===== src/rtl/control_sequencer.sv =====
// Multi-cycle control sequencer: fetches byte instructions from program memory,
// drives an external ALU and maintains a 4-entry register file, PC and Z flag.
module control_sequencer (
  input  logic       clk,
  input  logic       rst_n,
  output logic       imem_req,
  output logic [7:0] imem_addr,
  input  logic       imem_ack,
  input  logic [7:0] imem_data,
  output logic [7:0] alu_a,
  output logic [7:0] alu_b,
  output logic [2:0] alu_op,
  input  logic [7:0] alu_result,
  input  logic       alu_zero,
  output logic       halted,
  input  logic [1:0] dbg_sel,
  output logic [7:0] dbg_data
);

  typedef enum logic [2:0] {
    S_IDLE   = 3'd0,
    S_FETCH  = 3'd1,
    S_DECODE = 3'd2,
    S_OPND   = 3'd3,
    S_EXEC   = 3'd4,
    S_HALT   = 3'd5
  } state_t;

  state_t          r_state;
  logic [7:0]      r_pc;
  logic [7:0]      r_ir;
  logic [3:0][7:0] r_regs;
  logic            r_z;
  logic            r_req;
  logic            r_halted;

  // r_req / r_halted are updated together with the state so they are high exactly
  // in FETCH/OPND and HALT respectively.
  always_ff @(posedge clk or negedge rst_n) begin
    if (!rst_n) begin
      r_state  <= S_IDLE;
      r_pc     <= 8'h00;
      r_ir     <= 8'h00;
      r_regs   <= '0;
      r_z      <= 1'b0;
      r_req    <= 1'b0;
      r_halted <= 1'b0;
    end else begin
      case (r_state)
        S_IDLE: begin
          r_state <= S_FETCH;
          r_req   <= 1'b1;
        end
        S_FETCH: begin
          if (imem_ack) begin
            r_ir    <= imem_data;
            r_pc    <= r_pc + 8'd1;
            r_state <= S_DECODE;
            r_req   <= 1'b0;
          end
        end
        S_DECODE: begin
          if (!r_ir[7]) begin
            r_state <= S_EXEC;
          end else if (r_ir[6:5] == 2'b11) begin
            r_state  <= S_HALT;
            r_halted <= 1'b1;
          end else begin
            r_state <= S_OPND;
            r_req   <= 1'b1;
          end
        end
        S_OPND: begin
          // The request stays high: the next instruction fetch follows directly.
          if (imem_ack) begin
            r_state <= S_FETCH;
            case (r_ir[6:5])
              2'b00: begin
                r_regs[r_ir[1:0]] <= imem_data;
                r_pc              <= r_pc + 8'd1;
              end
              2'b01:   r_pc <= r_z ? imem_data : r_pc + 8'd1;
              default: r_pc <= imem_data;
            endcase
          end
        end
        S_EXEC: begin
          r_regs[r_ir[3:2]] <= alu_result;
          r_z               <= alu_zero;
          r_state           <= S_FETCH;
          r_req             <= 1'b1;
        end
        S_HALT: begin
          r_state <= S_HALT;
        end
        default: begin
          r_state  <= S_IDLE;
          r_req    <= 1'b0;
          r_halted <= 1'b0;
        end
      endcase
    end
  end

  // Operands are read from the current register contents, so rd==rs sees the old value.
  assign imem_req  = r_req;
  assign imem_addr = r_pc;
  assign alu_op    = r_ir[6:4];
  assign alu_a     = r_regs[r_ir[3:2]];
  assign alu_b     = r_regs[r_ir[1:0]];
  assign halted    = r_halted;
  assign dbg_data  = r_regs[dbg_sel];

endmodule


===== config.mk =====
export PLATFORM = sky130hd
export DESIGN_NAME = control_sequencer
export DESIGN_NICKNAME = d
export VERILOG_FILES = /design/src/rtl/control_sequencer.sv
export SDC_FILE = /design/constraint.sdc
export NUM_CORES = 1
export LEC_CHECK = 0
export CAP_MARGIN = 20
export CORE_ASPECT_RATIO = 1.4
export CORE_MARGIN = 5
export CORE_UTILIZATION = 45
export CTS_BUF_LIST = sky130_fd_sc_hd__clkbuf_8 sky130_fd_sc_hd__clkbuf_16
export DETAILED_ROUTE_END_ITERATION = 12
export HOLD_SLACK_MARGIN = 0.15
export PLACE_DENSITY = 0.7
export SYNTH_ARGS = -nofsm -noshare
export SYNTH_HDL_FRONTEND = slang
export SYNTH_SLANG_ARGS = --single-unit

===== constraint.sdc =====
create_clock -name clk -period 4.5 [get_ports clk]
set_input_delay 0.9 -clock clk [delete_from_list [all_inputs] [get_ports clk]]
set_output_delay 0.9 -clock clk [all_outputs]
set_load 0.01 [all_outputs]

==> results.cfg, run 1 <==
[run_status]
status = complete, no violations

[place]
dp.cells = 402
hpwl_mm = 6.088
place_congestion = 0.7602
portBuffers = 58

[finish]
nNetsFinal = 336
multiInputGateArea_um2 = 1785
syn2layout_area_growth_pct = 21.72
diodes = 0
seqCellArea_um2 = 1351
finalNonFillerCells = 411
drive_above_1_share = 0.1783
nFillCells = 632

[timing]
finalHoldViolCount = 0
timing.setup.tns_ns = 0
skew_ns = 0.01087
finalMaxSlewViolations = 0
fin_crit_sh = 0.7811
rsz0062_at_grt = no
worst_slew_pin_slew_ns = 0.8366
fmax_mhz = 284.5
slew_headroom = 0.4423
min_period_ns = 3.515
setup_viol = 0

[grt]
use_met3 = 0.03252
overflow = 0
gr-usage-all-layers = 0.2016
grt.busiest_layer = met2
use_met1 = 0.2695
antenna_found_initial = 0
grt_max_degree = 55
use_met2 = 0.3126
grt_pass1_wl_mm = 14.08
grt_pass1_vias = 2667

[worst_setup_path]
cp_max_fo = 8
cp-end-kind = output pin
cpMostUsedCell = clkdlybuf4s50_1
crit_buf_inv = 3
cp_cell_sequence = clkdlybuf4s50_1 -> buf_4 -> mux4_2 -> clkdlybuf4s50_1
slowest_delay_ns = 0.53
cp-start-kind = input port
cp_top_family = buffers and inverters
critPathRequiredTime_ns = 3.60
r2r_slack_ns = 2.19
arrival_ns = 2.61
crit_type = in -> out
critPathSlowestCell = mux4_2

[drt]
drtPass1Iterations = 4
drt_iter0_drc = 135
wl_per_cell_um = 21.37
drcViolationCount = 0
vias = 2600
drt-total-wl_mm = 8.785
viasPerCell = 6.326
ant_nets = 0

[yosys]
syn_area_um2 = 3289
synth_warnings = 0
synth.distinct_cells = 51
syn_area_per_cell_um2 = 12.41
synth_top_family_by_area = compound AO/OA/AOI/OAI gates
synth_edf_count = 0
syn_inst = 265
yosys-mux-area-fraction = 0.2035
ys_ff_latch = 54
ys_seq_area_frac = 0.4108
synth_nets = 288
synth_fa_ha_area_frac = 0.003804
synth_simple_gate_area_frac = 0.09509
synth_compound_area_frac = 0.2404
synthXorXnorAreaFrac = 0
ys.flop_type = dfrtp_1
synthArstFlopShare = 1.000

[power]
p_per_area_nw_per_um2 = 705.5
p_leak_nw = 1.538
comb_power_share = 0.525
ir_drop_uv = 361.1
clock_power_share = 0.099
swShare = 0.3972
internal_power_w = 0.001703
seqPwrFrac = 0.376
switchingPower_w = 0.001122

[clocking]
cts_buffers = 5
clockRootBuffer = clkbuf_8
clock_sinks = 54
path_clk_slew_ns = 0.10
htreeDepth = 2
cts_buffer_depth = 2
cts_hold_buf = 0
cts_resized = 0
postCtsSetupBuffers = 0
cts_tree = yes
clk_latency_ns = 0.32

[die]
die_w_um = 82.26
start_util = 0.4555
die-area_um2 = 9144
coreArea_um2 = 7222
io_pins = 59
fp.dieH_um = 111.2
rows = 37

[worst_hold_path]
hp-class = reg -> reg

[run]
drv_cap = 0
-- power by group through the flow --
stage                     combinational (W)  sequential [W]  clock [W]
after floorplan                     0.00106        0.000889          0
after global placement              0.00146         0.00106          0
after detailed placement            0.00147         0.00107          0
after CTS                           0.00148         0.00106   0.000280
after global routing                0.00159         0.00111   0.000299
final                               0.00148         0.00106   0.000279
-- routing by layer --
metal	up-vias	share of wire
met5	-	0
met1	1310	0.41
met4	0	0.029
met3	21	0.057
met2	99	0.50
li1	1170	-
-- stage by stage --
| step | utilization | worst slack (ns) | total power [W] | instance area, µm² | hold slack, ns |
|---|---|---|---|---|---|
| after detailed placement | 0.5381 | 0.9705 | 0.002549 | 3886 | 0.4719 |
| after CTS | 0.5506 | 0.9704 | 0.002828 | 3976 | 0.4943 |
| after global placement | 0.5381 | 0.9814 | 0.002518 | 3886 | 0.4647 |
| after global routing | 0.5544 | 0.9209 | 0.003007 | 4004 | 0.5170 |
| after floorplan | - | 1.685 | 0.001946 | 3289 | 0.4461 |
| final | 0.5544 | 0.9852 | 0.002825 | 4004 | 0.5035 |
-- worst min-delay path, delay by kind of cell, from the launching register on --
kind,cells,cell delay [ns]
AND/OR/NAND/NOR,2,0.10
flip-flops,1,0.37
-- flip-flops by register name (all words and copies together), names as in the netlist --
signal	cells
r_ir	8
r_state	3
imem_req	1
r_z	1
r_regs	32
halted	1
imem_addr	8
-- final cells by class --
class | count | share of cell area
multi-input combinational | 181 | 0.4459
timing repair buffer | 61 | 0.1544
tap | 97 | 0.03031
inverter | 10 | 0.009375
sequential | 54 | 0.3375
clock inverter | 3 | 0.005312
clock buffer | 5 | 0.01719
-- synth_stat cells (all sizes together) (2+ instances only) --
cell type / n / area [µm²]
o2bb2ai: 30 / 262.8
inv: 10 / 37.54
a21o: 3 / 22.52
o31ai: 2 / 15.01
mux2i: 5 / 50.05
mux2: 7 / 78.83
clkbuf: 8 / 31.28
and3: 4 / 25.02
buf: 12 / 83.83
or4: 2 / 15.01
nand2: 15 / 56.30
nand3: 5 / 25.02
nor3b: 3 / 50.05
nor3: 5 / 51.30
a21oi: 7 / 35.03
nor2: 4 / 15.01
dfrtp: 54 / 1351
a22oi: 34 / 255.2
mux4: 24 / 540.5
a31oi: 2 / 12.51
o21ai: 7 / 72.57
o21bai: 2 / 15.01
-- path summary, 6_finish.rpt --
kind                       startpoint      endpoint  cells after the start
max reg2reg                r_state[1]    r_regs[27]                      4
min                               r_z           r_z                      2
max                        dbg_sel[0]   dbg_data[3]                      4
max in group asynchronous       rst_n  imem_addr[2]                      2
min reg2reg                       r_z           r_z                      2
min in group asynchronous       rst_n      imem_req                      2
-- cell families after synthesis --
| family | Yosys count |
|---|---|
| adder cells (fa/ha/maj) | 1 |
| flip-flops | 54 |
| AO/OA/AOI/OAI | 96 |
| multiplexers | 36 |
| AND/OR/NAND/NOR | 48 |
| buffers and inverters | 30 |
-- layout by cell type, fill, tap and decap left out, drive strengths merged, types with 4 or more instances in the layout --
cell type	instances
clkdlybuf4s50	57
dfrtp	54
a22oi	34
o2bb2ai	30
mux4	24
nand2	15
inv	10
mux2	7
a21oi	7
o21ai	7
nand3	5
mux2i	5
clkbuf	5
nor3	5
nor2	4
and3	4
buf	4
No activity file was read; power rests on OpenSTA's default activity.
==> inputs of run 2 (changes only) <==
==> constraint.sdc (replaced) <==
create_clock -name clk -period 3.4 [get_ports clk]
set_input_delay 0.68 -clock clk [delete_from_list [all_inputs] [get_ports clk]]
set_output_delay 0.68 -clock clk [all_outputs]
set_load 0.01 [all_outputs]
==> run 2 against run 1 <==
Effect of this change:
- first-iteration DRC count up 4.4%
- die area unchanged
- non-clock buffer count up 1
- final cell count unchanged
- clock power up 26%
- register-to-register slack worse by 1.1 ns
- hold slack worse by 0.17 ns
- design area down 0.25%
- combinational power up 32%
- critical path type unchanged
- largest cell class unchanged
- highest routed layer unchanged
==> results.cfg, run 2 (synthesized netlist as in run 1, its figures left out) <==
[worst_setup_path]
cpMostUsedCell = clkdlybuf4s50_1
cp-startpoint = dbg_sel[0]
reg2reg_to = r_regs[17]
cp_max_fo = 8
slowest_delay_ns = 0.51
critPathSlowestCell = clkdlybuf4s50_1
crit_type = in -> out
cp_cell_sequence = clkdlybuf4s50_1 -> buf_12 -> mux4_2 -> clkdlybuf4s50_1
critPathRequiredTime_ns = 2.72
r2r_slack_ns = 1.12
crit_path_end = dbg_data[1]
cp-start-kind = input port
timing.rr.start = r_state[1]
arrival_ns = 2.36
cp-end-kind = output pin
r2r_cells = 4

[drt]
vias = 2595
wl_met2_mm = 4.567
ant_nets = 0
wl_met3_um = 483
wl_per_cell_um = 21.40
wl_met1_mm = 3.569
drcViolationCount = 0
top_layer = met4
drtPass1Iterations = 4
viasPerCell = 6.314
drt_iter0_drc = 141
drt-total-wl_mm = 8.796

[clocking]
clock_sinks = 54
path_clk_slew_ns = 0.10
cts_resized = 0
clockRootBuffer = clkbuf_8
cts_hold_buf = 0
htreeDepth = 2
cts_buffer_depth = 2
postCtsSetupBuffers = 0
cts_tree = yes
cts_buffers = 5
clk_latency_ns = 0.32

[timing]
fin_crit_sh = 0.8929
slew_headroom = 0.4224
finalHoldViolCount = 0
setup_viol = 0
finalMaxSlewViolations = 0
worst_slew_pin_slew_ns = 0.8664
fmax_mhz = 329.4
skew_ns = 0.008973
min_period_ns = 3.036
timing.setup.tns_ns = 0
rsz0062_at_grt = no
fin_ws_ns = 0.3643

[finish]
final_cell_mix = clkdlybuf4s50_1 (57), dfrtp_1 (54), a22oi_1 (34)
syn2layout_area_growth_pct = 21.41
fin_area_um2 = 3994
nNetsFinal = 337
diodes = 0
nFillCells = 638
layout_commonest_cell = clkdlybuf4s50_1
largest_reg_flops = 32
drive_above_1_share = 0.1752
regMostFlops = r_regs
finalNonFillerCells = 411

[place]
place_congestion = 0.7584
place_ws_ns = 0.3645
hpwl_mm = 6.194
dp.cells = 404
portBuffers = 58
post_dp_cell_area_um2 = 3914

[die]
fp.dieH_um = 111.2
coreArea_um2 = 7222
start_util = 0.4555
die_w_um = 82.26
die-area_um2 = 9144
rows = 37
io_pins = 59

[grt]
grt_pass1_wl_mm = 14.24
overflow = 0
gr-usage-all-layers = 0.2045
grt_pass1_vias = 2637
antenna_found_initial = 0
grt_max_degree = 32

[power]
fin_total_pwr_w = 0.003712
ir_drop_uv = 412.1
p_per_area_nw_per_um2 = 929.3
p_leak_nw = 1.535

[run]
drv_cap = 0

[run_status]
status = complete, no violations

[worst_hold_path]
hp-class = in -> async
==> run 2: cell types whose count changed in the layout (fill, tap and decap cells not counted) <==
cell      before  now
buf_12         0    1
buf_16         1    0
buf_4          2    3
clkinv_2       1    0
clkinv_4       1    0
inv_1         10   11
==> run 2: power by group <==
group	internal, W	switching, W	total [W]
clock network	0.000139	0.000212	0.000351
registers	0.000920	0.000481	0.00140
logic	0.00118	0.000781	0.00196
total	0.00224	0.00147	0.00371
==> run 2: worst max-delay path, delay by kind of cell <==
kind / cells / cell delay [ns]
buffers and inverters: 3 / 1.17
multiplexers: 1 / 0.50
==> run 2: metrics by stage <==
| stage | hold slack, ns | utilization |
|---|---|---|
| 2_1_floorplan | 0.3844 | - |
| 3_3_place_gp | 0.4650 | 0.5419 |
| 3_5_place_dp | 0.4777 | 0.5419 |
| 4_1_cts | 0.3606 | 0.5530 |
| 5_1_grt | 0.3883 | 0.5530 |
| 6_report | 0.3373 | 0.5530 |
==> run 2: worst min path at each step <==
stage	startpoint	cells after the start	end
finish	rst_n	1	r_ir[7]
global placement	r_z	2	r_z
global route	rst_n	1	r_ir[7]
detailed placement	r_z	2	r_z
CTS	rst_n	1	r_ir[7]
floorplan	rst_n	0	halted
==> run 2: metal layers <==
layer | vias to the layer above | global-route usage
met2 | 83 | 0.3308
met5 | - | 0
li1 | 1171 | -
met1 | 1325 | 0.2712
met4 | 0 | 0.07428
met3 | 16 | 0.03333
==> run 2: area by class of cell <==
class	instances	area (µm²)	share of cell area
multi-input cells	181	1785	0.4471
inverters	10	37.54	0.009398
well taps	97	121.4	0.03039
clock inverters	2	11.26	0.002820
repair buffers	62	618.1	0.1548
flip-flops and latches	54	1351	0.3383
clock buffers	5	68.82	0.01723
==> RTL change: new RTL, settings of run 2 <==
Make the reset (`rst_n`) synchronous in one clocked block.
--- a/src/rtl/control_sequencer.sv
+++ b/src/rtl/control_sequencer.sv
@@ -38,3 +38,3 @@
   // in FETCH/OPND and HALT respectively.
-  always_ff @(posedge clk or negedge rst_n) begin
+  always_ff @(posedge clk) begin
     if (!rst_n) begin
Function: differs if rst_n is asserted again (counterexample within 4 cycles, from zero or initial values and one cycle with rst_n low); with rst_n held inactive, the same outputs for 4 cycles.
==> RTL change against run 2 <==
Core utilization is 0.074 points higher. Die area fell by 3.3%. Via count rose by 7.7%. Sequential cell count stayed put. Worst hold slack gained 0.13 ns. Count of clock-buffer cells in the layout increased by 1. Synthesized area down 3.7%. Design area decreased by 3.8%. Worst setup slack better by 0.00082 ns. Routed wire length decreased by 0.88%. Register-to-register slack gained 0.12 ns. Largest cell class unchanged.
Power is not compared: it rests on default switching activity, and its combinational part moved more than twofold at a synthesized area within 25%.
==> RTL change: results (changes against run 2) <==
GRT
  • Antenna violations before repair: 0 (unchanged)
  • Largest net degree at the start of global routing: 31 (was 32)
  • Global-route usage over all layers: 0.205 (about the same)
  • First-pass GRT wire length: 13.8 mm (was 14.2 mm)
  • Vias in the first global route: 2639 (was 2637)

Routing
  • Initial drt markers: 179 (was 141)
  • Detailed Routing Iterations Pass 1: 4 (unchanged)
  • DRT Wirelength: 8.72 mm (was 8.80 mm)
  • Vias/cell: 6.11 (was 6.31)
  • DRT antenna net count: 0 (unchanged)

Finish
  • Max FFs per register: 32 (unchanged)
  • # nets final: 384 (was 337)
  • Register share of the cell area: 0.281 (was 0.338)
  • Fraction of area in multi-input gates: 0.499 (was 0.447)
  • Logic inverters: 5 (was 10)
  • ClkCell Share: 0.0248 (was 0.0201)
  • Comb_multi_in: 233 (was 181)
  • Diode count: 0 (unchanged)
  • Most flops, register: r_regs (unchanged)
  • Layout cells sized above 1: 0.152 (was 0.175)
  • Fill cells: 684 (was 638)
  • CLK BUF: 6 (was 5)
  • Bufs w/o clock: 62 (unchanged)
  • Buffering overhead: 0.159 (was 0.155)

Clocking
  • Root buf cell: clkbuf_8 (unchanged)
  • # resized after CTS: 0 (unchanged)
  • Htree depth: 2 (unchanged)
  • Post-CTS setup buffer count: 0 (unchanged)
  • Worst-Skew Late Latency: approximately 0.31 ns
  • Max Buffers Root-to-Sink: 2 (unchanged)
  • CTS Buf Count: 5 (unchanged)
  • Reg clk slew, reported paths: 0.09 ns

Synth
  • Ys Warns: 0 (unchanged)
  • Top cell types by occurrence after synthesis: 54 x dfxtp_1, 45 x nand2_1, 29 x a22oi_1 (was 54 x dfrtp_1, 34 x a22oi_1, 30 x o2bb2ai_1)
  • Netlist cell types: 56 (was 51)
  • Ys flop type: dfxtp_1 (was dfrtp_1)
  • Synthesized net count: 338 (was 288)
  • Synth top area cells: dfxtp_1 34%, mux4_2 17%, a22oi_1 6.9% (was dfrtp_1 41%, mux4_2 16%, o2bb2ai_1 8.0%)
  • Register area share after synthesis: 0.341 (was 0.411)
  • Ys async rst share: 0 (was 1.00)
  • FF+latch count, synth: 54 (unchanged)

Run status
  • Status: completed (unchanged)

Worst setup path
  • Worst-path fanout max: 8 (unchanged)
  • Crit path from: dbg_sel[1] (was dbg_sel[0])
  • CP arrival: about 2.4 ns
  • R2R Path Start: r_ir[2] (was r_state[1])

STA
  • Setup Skew: 0.00602 ns (was 0.00897 ns)
  • Worst slew margin: 0.416 (was 0.422)

Place
  • Port Buffers: 58 (unchanged)
  • Post-DP HPWL: 6.24 mm (was 6.19 mm)
  • GP Congestion: 0.845 (was 0.758)

Min path
  • Worst hold path type: reg -> reg (was in -> async)
  • Min-delay src: r_ir[4]

Pwr
  • Peak VDD IR: about 0.19 mV
  • Pleak: roughly 0.0012 µW
[RTL change: per-stage QoR]
step	util	cell area [µm²]	setup WS, ns	cells	hold WS (ns)
2_1_floorplan	-	3170	1.18	315	0.436
5_1_grt	0.554	3840	0.299	457	0.482
3_5_place_dp	0.540	3750	0.345	449	0.457
6_report	0.554	3840	0.365	457	0.464
3_3_place_gp	0.540	3750	0.343	449	0.446
4_1_cts	0.554	3840	0.341	457	0.471
[RTL change: final timing paths]
check	endpoint	slack (ns)	depth (start not counted)
max	dbg_data[1]	0.37	4
min	r_ir[4]	0.46	2
max reg2reg	r_regs[24]	1.24	4
min reg2reg	r_ir[4]	0.46	2
[RTL change: cell families (layout without fill, tap and decap cells)]
family                     after synthesis  after routing  synth area share
AOI/OAI and AO/OA                      103            103             0.237
and+or+nand+nor                         95             95             0.163
DFF                                     54             54             0.341
muxes                                   33             33             0.199
buffers and inverters                   28             75            0.0537
adders and majority gates                1              1           0.00395
xor gates and xnor gates                 1              1           0.00277
[RTL change: worst max-delay path, cell delays in order]
cell and delay, ns:
clkdlybuf4s50_1 0.46, buf_4 0.20, mux4_2 0.52, clkdlybuf4s50_1 0.49
[RTL change: where the power goes]
| part | switching [µW] | internal, µW |
|---|---|---|
| registers | 30.4 | 645 |
| logic | 98.2 | 90.2 |
| clock network | 213 | 164 |
[RTL change: metal layers]
metal,part of all wire,track usage,up-vias
li1,-,-,1318
met1,0.42,0.255,1375
met2,0.51,0.363,89
met3,0.047,0.0231,12
met4,0.017,0.0676,0
met5,0,0,-
